$ cat src/rtl/intra_s3substictrl.sv
// Intra stage-3 reference-substitution sequencer. It emits one substi_Opt word per reference
// line, left lines first and then top lines, and it requests r_b before the first line.
module intra_s3substictrl #(
  parameter int NBANK = 8,
  parameter int OPTW  = 3
) (
  input  logic        clk,
  input  logic        arst_n,
  input  logic        start,
  input  logic [1:0]  nT_log2,
  input  logic        is_cr,
  input  logic [15:0] avail_l,
  input  logic [15:0] avail_t,
  input  logic        avail_tl,
  input  logic [15:0] byp_l,
  input  logic [15:0] byp_t,
  output logic        busy,
  output logic        rb_req,
  output logic [5:0]  rb_idx,
  input  logic        rb_ack,
  output logic        out_valid,
  input  logic        out_ready,
  output logic [25:0] substi_Opt,
  output logic        line_side,
  output logic        line_idx,
  output logic        dc_fill,
  output logic        last,
  output logic        done
);

  typedef enum logic [2:0] {
    S_IDLE   = 3'd0,
    S_SRCH   = 3'd1,
    S_RB     = 3'd2,
    S_EMIT_L = 3'd3,
    S_EMIT_T = 3'd4
  } state_t;

  state_t      r_state, w_nxt_state;
  logic [1:0]  r_nt;
  logic        r_cr, r_avtl;
  logic [15:0] r_avl, r_avt, r_bypl, r_bypt;

  logic        r_busy, r_valid, r_side, r_idx, r_last, r_done, r_rbreq, r_dc;
  logic [25:0] r_opt;
  logic [5:0]  r_rbidx;

  logic        w_busy, w_valid, w_side, w_idx, w_last, w_done, w_rbreq, w_dc_n;
  logic [25:0] w_opt;
  logic [5:0]  w_rbidx;
  logic        w_load, w_ld_side, w_ld_idx;

  logic [5:0]  w_u;
  logic        w_lps2;
  logic [5:0]  w_first;
  logic        w_any, w_hit, w_dc;

  // Builds one line word: opt0 sits in the MSBs, unused banks beyond the block carry 0.
  function automatic logic [25:0] line_word(
    input logic        side,
    input logic        idx,
    input logic [5:0]  u,
    input logic [5:0]  first,
    input logic        dc,
    input logic        cr,
    input logic        tl,
    input logic [15:0] avl,
    input logic [15:0] bypl,
    input logic [15:0] avt,
    input logic [15:0] bypt
  );
    logic [25:0] word;
    logic [4:0]  unit;
    logic [5:0]  s;
    logic        av, bp;
    logic [2:0]  op;
    word     = 26'd0;
    word[25] = cr;
    word[24] = side & ~idx & ~tl & ~dc;
    for (int i = 0; i < NBANK; i++) begin
      unit = {1'b0, idx, 3'(i)};
      s    = side ? (u + 6'd1 + {2'b00, unit[3:0]}) : {2'b00, unit[3:0]};
      av   = side ? avt[unit[3:0]]  : avl[unit[3:0]];
      bp   = side ? bypt[unit[3:0]] : bypl[unit[3:0]];
      if ({1'b0, unit} >= u) begin
        op = 3'd0;
      end else if (dc) begin
        op = 3'd4;
      end else if (av) begin
        op = bp ? 3'd1 : 3'd0;
      end else if (s < first) begin
        op = 3'd4;
      end else begin
        op = 3'd5;
      end
      word[(NBANK-1-i)*OPTW +: OPTW] = op;
    end
    return word;
  endfunction

  assign w_u    = 6'd2 << r_nt;
  assign w_lps2 = (r_nt == 2'd3);

  // Priority encoder over the scan order; lower scan indices overwrite higher ones.
  always_comb begin
    w_first = 6'd0;
    w_any   = 1'b0;
    w_hit   = 1'b0;
    for (int m = 15; m >= 0; m--) begin
      w_hit   = r_avt[m] && (6'(m) < w_u);
      w_first = w_hit ? (w_u + 6'd1 + 6'(m)) : w_first;
      w_any   = w_any | w_hit;
    end
    w_first = r_avtl ? w_u : w_first;
    w_any   = w_any | r_avtl;
    for (int j = 15; j >= 0; j--) begin
      w_hit   = r_avl[j] && (6'(j) < w_u);
      w_first = w_hit ? 6'(j) : w_first;
      w_any   = w_any | w_hit;
    end
    w_dc = ~w_any;
  end

  // Captures the block description when a start is accepted from IDLE.
  always_ff @(posedge clk or negedge arst_n) begin
    if (!arst_n) begin
      r_nt   <= 2'd0;
      r_cr   <= 1'b0;
      r_avtl <= 1'b0;
      r_avl  <= 16'd0;
      r_avt  <= 16'd0;
      r_bypl <= 16'd0;
      r_bypt <= 16'd0;
    end else if (r_state == S_IDLE && start) begin
      r_nt   <= nT_log2;
      r_cr   <= is_cr;
      r_avtl <= avail_tl;
      r_avl  <= avail_l;
      r_avt  <= avail_t;
      r_bypl <= byp_l;
      r_bypt <= byp_t;
    end
  end

  // Next-state and next-output logic; every output is registered from these values.
  always_comb begin
    w_nxt_state = r_state;
    w_busy      = r_busy;
    w_valid     = r_valid;
    w_side      = r_side;
    w_idx       = r_idx;
    w_last      = r_last;
    w_opt       = r_opt;
    w_done      = 1'b0;
    w_rbreq     = r_rbreq;
    w_rbidx     = r_rbidx;
    w_dc_n      = r_dc;
    w_load      = 1'b0;
    w_ld_side   = 1'b0;
    w_ld_idx    = 1'b0;
    case (r_state)
      S_IDLE: begin
        if (start) begin
          w_nxt_state = S_SRCH;
          w_busy      = 1'b1;
        end else begin
          w_nxt_state = S_IDLE;
        end
      end
      S_SRCH: begin
        w_dc_n  = w_dc;
        w_rbidx = w_first;
        if (w_dc || w_first == 6'd0) begin
          w_nxt_state = S_EMIT_L;
          w_load      = 1'b1;
        end else begin
          w_rbreq     = 1'b1;
          w_nxt_state = S_RB;
        end
      end
      S_RB: begin
        if (rb_ack) begin
          w_rbreq     = 1'b0;
          w_nxt_state = S_EMIT_L;
          w_load      = 1'b1;
        end else begin
          w_nxt_state = S_RB;
        end
      end
      S_EMIT_L: begin
        if (r_valid && out_ready) begin
          w_load = 1'b1;
          if (r_idx == w_lps2) begin
            w_ld_side   = 1'b1;
            w_nxt_state = S_EMIT_T;
          end else begin
            w_ld_idx = 1'b1;
          end
        end else begin
          w_nxt_state = S_EMIT_L;
        end
      end
      S_EMIT_T: begin
        if (r_valid && out_ready) begin
          if (r_last) begin
            w_done      = 1'b1;
            w_busy      = 1'b0;
            w_valid     = 1'b0;
            w_side      = 1'b0;
            w_idx       = 1'b0;
            w_last      = 1'b0;
            w_opt       = 26'd0;
            w_dc_n      = 1'b0;
            w_rbidx     = 6'd0;
            w_nxt_state = S_IDLE;
          end else begin
            w_load    = 1'b1;
            w_ld_side = 1'b1;
            w_ld_idx  = 1'b1;
          end
        end else begin
          w_nxt_state = S_EMIT_T;
        end
      end
      default: begin
        w_nxt_state = S_IDLE;
      end
    endcase
    if (w_load) begin
      w_valid = 1'b1;
      w_side  = w_ld_side;
      w_idx   = w_ld_idx;
      w_last  = w_ld_side & (w_ld_idx == w_lps2);
      w_opt   = line_word(w_ld_side, w_ld_idx, w_u, w_first, w_dc, r_cr, r_avtl,
                          r_avl, r_bypl, r_avt, r_bypt);
    end else begin
      w_valid = w_valid;
    end
  end

  // State and output registers.
  always_ff @(posedge clk or negedge arst_n) begin
    if (!arst_n) begin
      r_state <= S_IDLE;
      r_busy  <= 1'b0;
      r_valid <= 1'b0;
      r_side  <= 1'b0;
      r_idx   <= 1'b0;
      r_last  <= 1'b0;
      r_opt   <= 26'd0;
      r_done  <= 1'b0;
      r_rbreq <= 1'b0;
      r_rbidx <= 6'd0;
      r_dc    <= 1'b0;
    end else begin
      r_state <= w_nxt_state;
      r_busy  <= w_busy;
      r_valid <= w_valid;
      r_side  <= w_side;
      r_idx   <= w_idx;
      r_last  <= w_last;
      r_opt   <= w_opt;
      r_done  <= w_done;
      r_rbreq <= w_rbreq;
      r_rbidx <= w_rbidx;
      r_dc    <= w_dc_n;
    end
  end

  assign busy       = r_busy;
  assign rb_req     = r_rbreq;
  assign rb_idx     = r_rbidx;
  assign out_valid  = r_valid;
  assign substi_Opt = r_opt;
  assign line_side  = r_side;
  assign line_idx   = r_idx;
  assign dc_fill    = r_dc;
  assign last       = r_last;
  assign done       = r_done;

endmodule
$ cat config.mk
export PLATFORM = sky130hd
export DESIGN_NAME = intra_s3substictrl
export DESIGN_NICKNAME = d
export VERILOG_FILES = /design/src/rtl/intra_s3substictrl.sv
export SDC_FILE = /design/constraint.sdc
export NUM_CORES = 1
export LEC_CHECK = 0
export ABC_CLOCK_PERIOD_IN_PS = 3800
export BUFFER_PORTS_ARGS = -buffer_cell sky130_fd_sc_hd__buf_4
export CAP_MARGIN = 40
export CORE_MARGIN = 8
export CORE_UTILIZATION = 39
export DETAILED_ROUTE_END_ITERATION = 12
export SLEW_MARGIN = 20
export SYNTH_ARGS = -nofsm -noshare
export SYNTH_HDL_FRONTEND = slang
export SYNTH_SLANG_ARGS = --single-unit
$ cat constraint.sdc
create_clock -name clk -period 3.8 [get_ports clk]
set_input_delay 0.57 -clock clk [delete_from_list [all_inputs] [get_ports clk]]
set_output_delay 0.57 -clock clk [all_outputs]
set_load 0.02 [all_outputs]
==> results.yml <==
global_routing:
  grt_max_degree: 63
  grt_pass1_wl_mm: 37.5
  overflow: 0
  grt_pass1_vias: 6523
  track_usage: 0.217
  antenna_found_initial: 1
final_layout:
  finalNonFillerCells: 1096
  num-fill-cells: 1675
  drive_above_1_share: 0.346
  areaGrowthSynthToFinish_pct: 26.3
  antenna_cells: 0
  layout.nets: 984
  final_common_cell: "buf_4"
  final_cell_mix: "171 x buf_4, 100 x dfrtp_1, 70 x nor2_1"
timing:
  period_needed_ps: 3630
  max_freq_mhz: 275
  maxSlewViolCount: 0
  fin_crit_sh: 0.956
  setup_violations: 0
  hold_viol_final: 0
  finalSetupTns_ps: 0
  max-slew-margin-rel: 0.479
  rsz0062_at_grt: "true"
  tightest_slew_ps: 775
  finalClockSkew_ps: 13.6
clock_tree:
  clk_pin_slew_ps: 90
  cts_root_buffer: "clkbuf_16"
  clock_latency_ps: 360
  cts_made_buffers: 9
  clk_path_buf_depth: 2
  cts-hold-fix-buffers: 0
  cts_tree: "built"
  numClockSinks: 103
  cts-htree-levels: 3
  post_cts_buffers: 0
pwr:
  peakVddDrop_v: 0.000717
  total_leakage_power_uw: 0.00395
  power_density_nw_per_um2: 995
synthesis:
  synth_top_area_frac: 0.375
  syn_avg_cell_area_um2: 9.61
  synth.distinct_cells: 85
  synth_top_area_cell: "dfrtp_1"
  syn_area_um2: 6880
  ys_warn_count: 0
  async_flop_share: 1.00
  synth_flop_cell: "dfrtp_1"
  synth-edff-count: 0
  ys_ff_latch: 103
  synthTopCellsByArea: "dfrtp_1 37%, mux2_2 9.8%, ha_1 7.6%"
  ys_seq_area_frac: 0.375
  synthCells: 716
drt:
  vias: 6297
  drc: 0
  antenna_left: 0
  drt-initial-drc-count: 578
  first_pass_iters: 5
  vias_per_cell: 5.75
  wl_mm: 24.0
  avgRoutedWirePerCell_um: 21.9
critical_path:
  crit_type: "flip-flop to flip-flop"
  cp.required_ps: 4040
  timing.critical_path.from: "r_nt[1]"
  arrival_ps: 3870
  cp_cell_sequence: "inv_2, ha_2, buf_12, nor2_1, a211oi_1, a22oi_1, a311o_2, a221oi_2, nor4b_2, o21ai_1, buf_4, a22o_1"
  start_kind: "flip-flop"
  critical_path.max_fanout: 16
  max_stage_delay_ps: 530
  endpoint_kind: "flip-flop"
  r2r-start: "r_nt[1]"
  cp_slowest_cell: "a311o_2"
run_status:
  status: "completed"
die:
  dieWidth_um: 149
  fp.dieH_um: 149
  coreArea_um2: 17300
  row_count: 48
  io-pin-count: 113
  start_util: 0.398
  dieArea_um2: 22100
placement:
  place.gp.congestion: 0.955
  place_inst: 1079
  hpwlAfterDp_mm: 18.6
  portBuffers: 104
hold_path:
  min_path_type: "primary input to asynchronous set/reset pin"
job:
  maxCapViolations: 0
-- through the flow --
stage	area, µm²	setup slack [ps]	hold WS [ps]	util	total power [µW]
3_5_place_dp	8280	-8.23	476	0.478	7480
3_3_place_gp	8280	12.8	468	0.478	7440
2_1_floorplan	6940	0.518	274	-	5460
5_1_grt	8690	-2.52	85.1	0.502	9270
4_1_cts	8590	7.80	331	0.496	8510
6_report	8690	166	73.5	0.502	8650
-- final timing paths --
kind	endpoint	slack (ps)	cells after the start
setup / recovery	substi_Opt[14]	170	12
hold / removal	r_avt[1]	70	1
setup reg to reg	substi_Opt[14]	170	12
hold reg to reg	line_side	490	1
max in group asynchronous	r_bypt[6]	2880	3
min in group clk	r_cr	410	3
-- worst max-delay path, delay by kind of cell, from the launching register on --
family / cells / cell delay [ps]
compound gates: 6 / 1820
fa+ha+maj: 1 / 260
buf+inv: 3 / 500
flops: 1 / 460
simple gates: 2 / 470
-- repair_timing --
item,4_1_cts,5_1_grt
resized for setup,3,25
setup endpoints to repair,6,20
pin swaps,0,2
-- cells in the mapped netlist, drive strengths merged (9+ instances only) --
library cell  instances
a211oi               13
a21o                 20
a21oi                38
buf                  16
clkbuf               27
dfrtp               103
ha                   42
inv                  31
mux2                 60
mux2i                 9
nand2                52
nand3                19
nor2                 70
nor3                 13
o21ai                47
o221ai                9
o22ai                15
-- routing by layer --
| metal | track usage | part of all wire | vias to the layer above | wire length (µm) |
|---|---|---|---|---|
| met5 | 0 | 0 | - | 0 |
| met4 | 0.0671 | 0.019 | 0 | 459 |
| met3 | 0.0464 | 0.076 | 30 | 1820 |
| met2 | 0.333 | 0.44 | 250 | 10600 |
| met1 | 0.300 | 0.46 | 3094 | 11100 |
| li1 | - | - | 2923 | - |
-- kinds of logic (layout without fill, tap and decap cells) --
logic type,Yosys count,count (layout),synth area share
AND/OR/NAND/NOR,205,205,0.145
XOR/XNOR,8,8,0.0102
other,1,8,0.000545
AO/OA/AOI/OAI,211,211,0.215
flip-flops,103,103,0.375
buffers and inverters,74,222,0.0578
multiplexers,69,69,0.111
adder cells (fa/ha/maj),45,45,0.0851
-- sequential cells by signal (all words and copies together) (netlist names), 2 cells and up --
signal and cells:
r_bypt 16, r_bypl 16, rb_idx 6, r_avl 16, r_avt 16, substi_Opt 18
r_state 3, r_nt 2
-- power by group --
| part | internal, µW | switching [µW] |
|---|---|---|
| registers | 1610 | 541 |
| clock network | 483 | 483 |
| logic | 2500 | 3030 |
| total | 4590 | 4060 |
-- cell type report --
class                      count  area [µm²]  share of cell area
clock buffer                  10         239              0.0275
sequential                   103        2580               0.297
timing repair buffer         175        1370               0.157
clock inverter                 6        58.8             0.00677
multi-input combinational    546        4050               0.466
inverter                      31         116              0.0134
tap                          225         282              0.0324
Power figures use the tool's default switching activity.
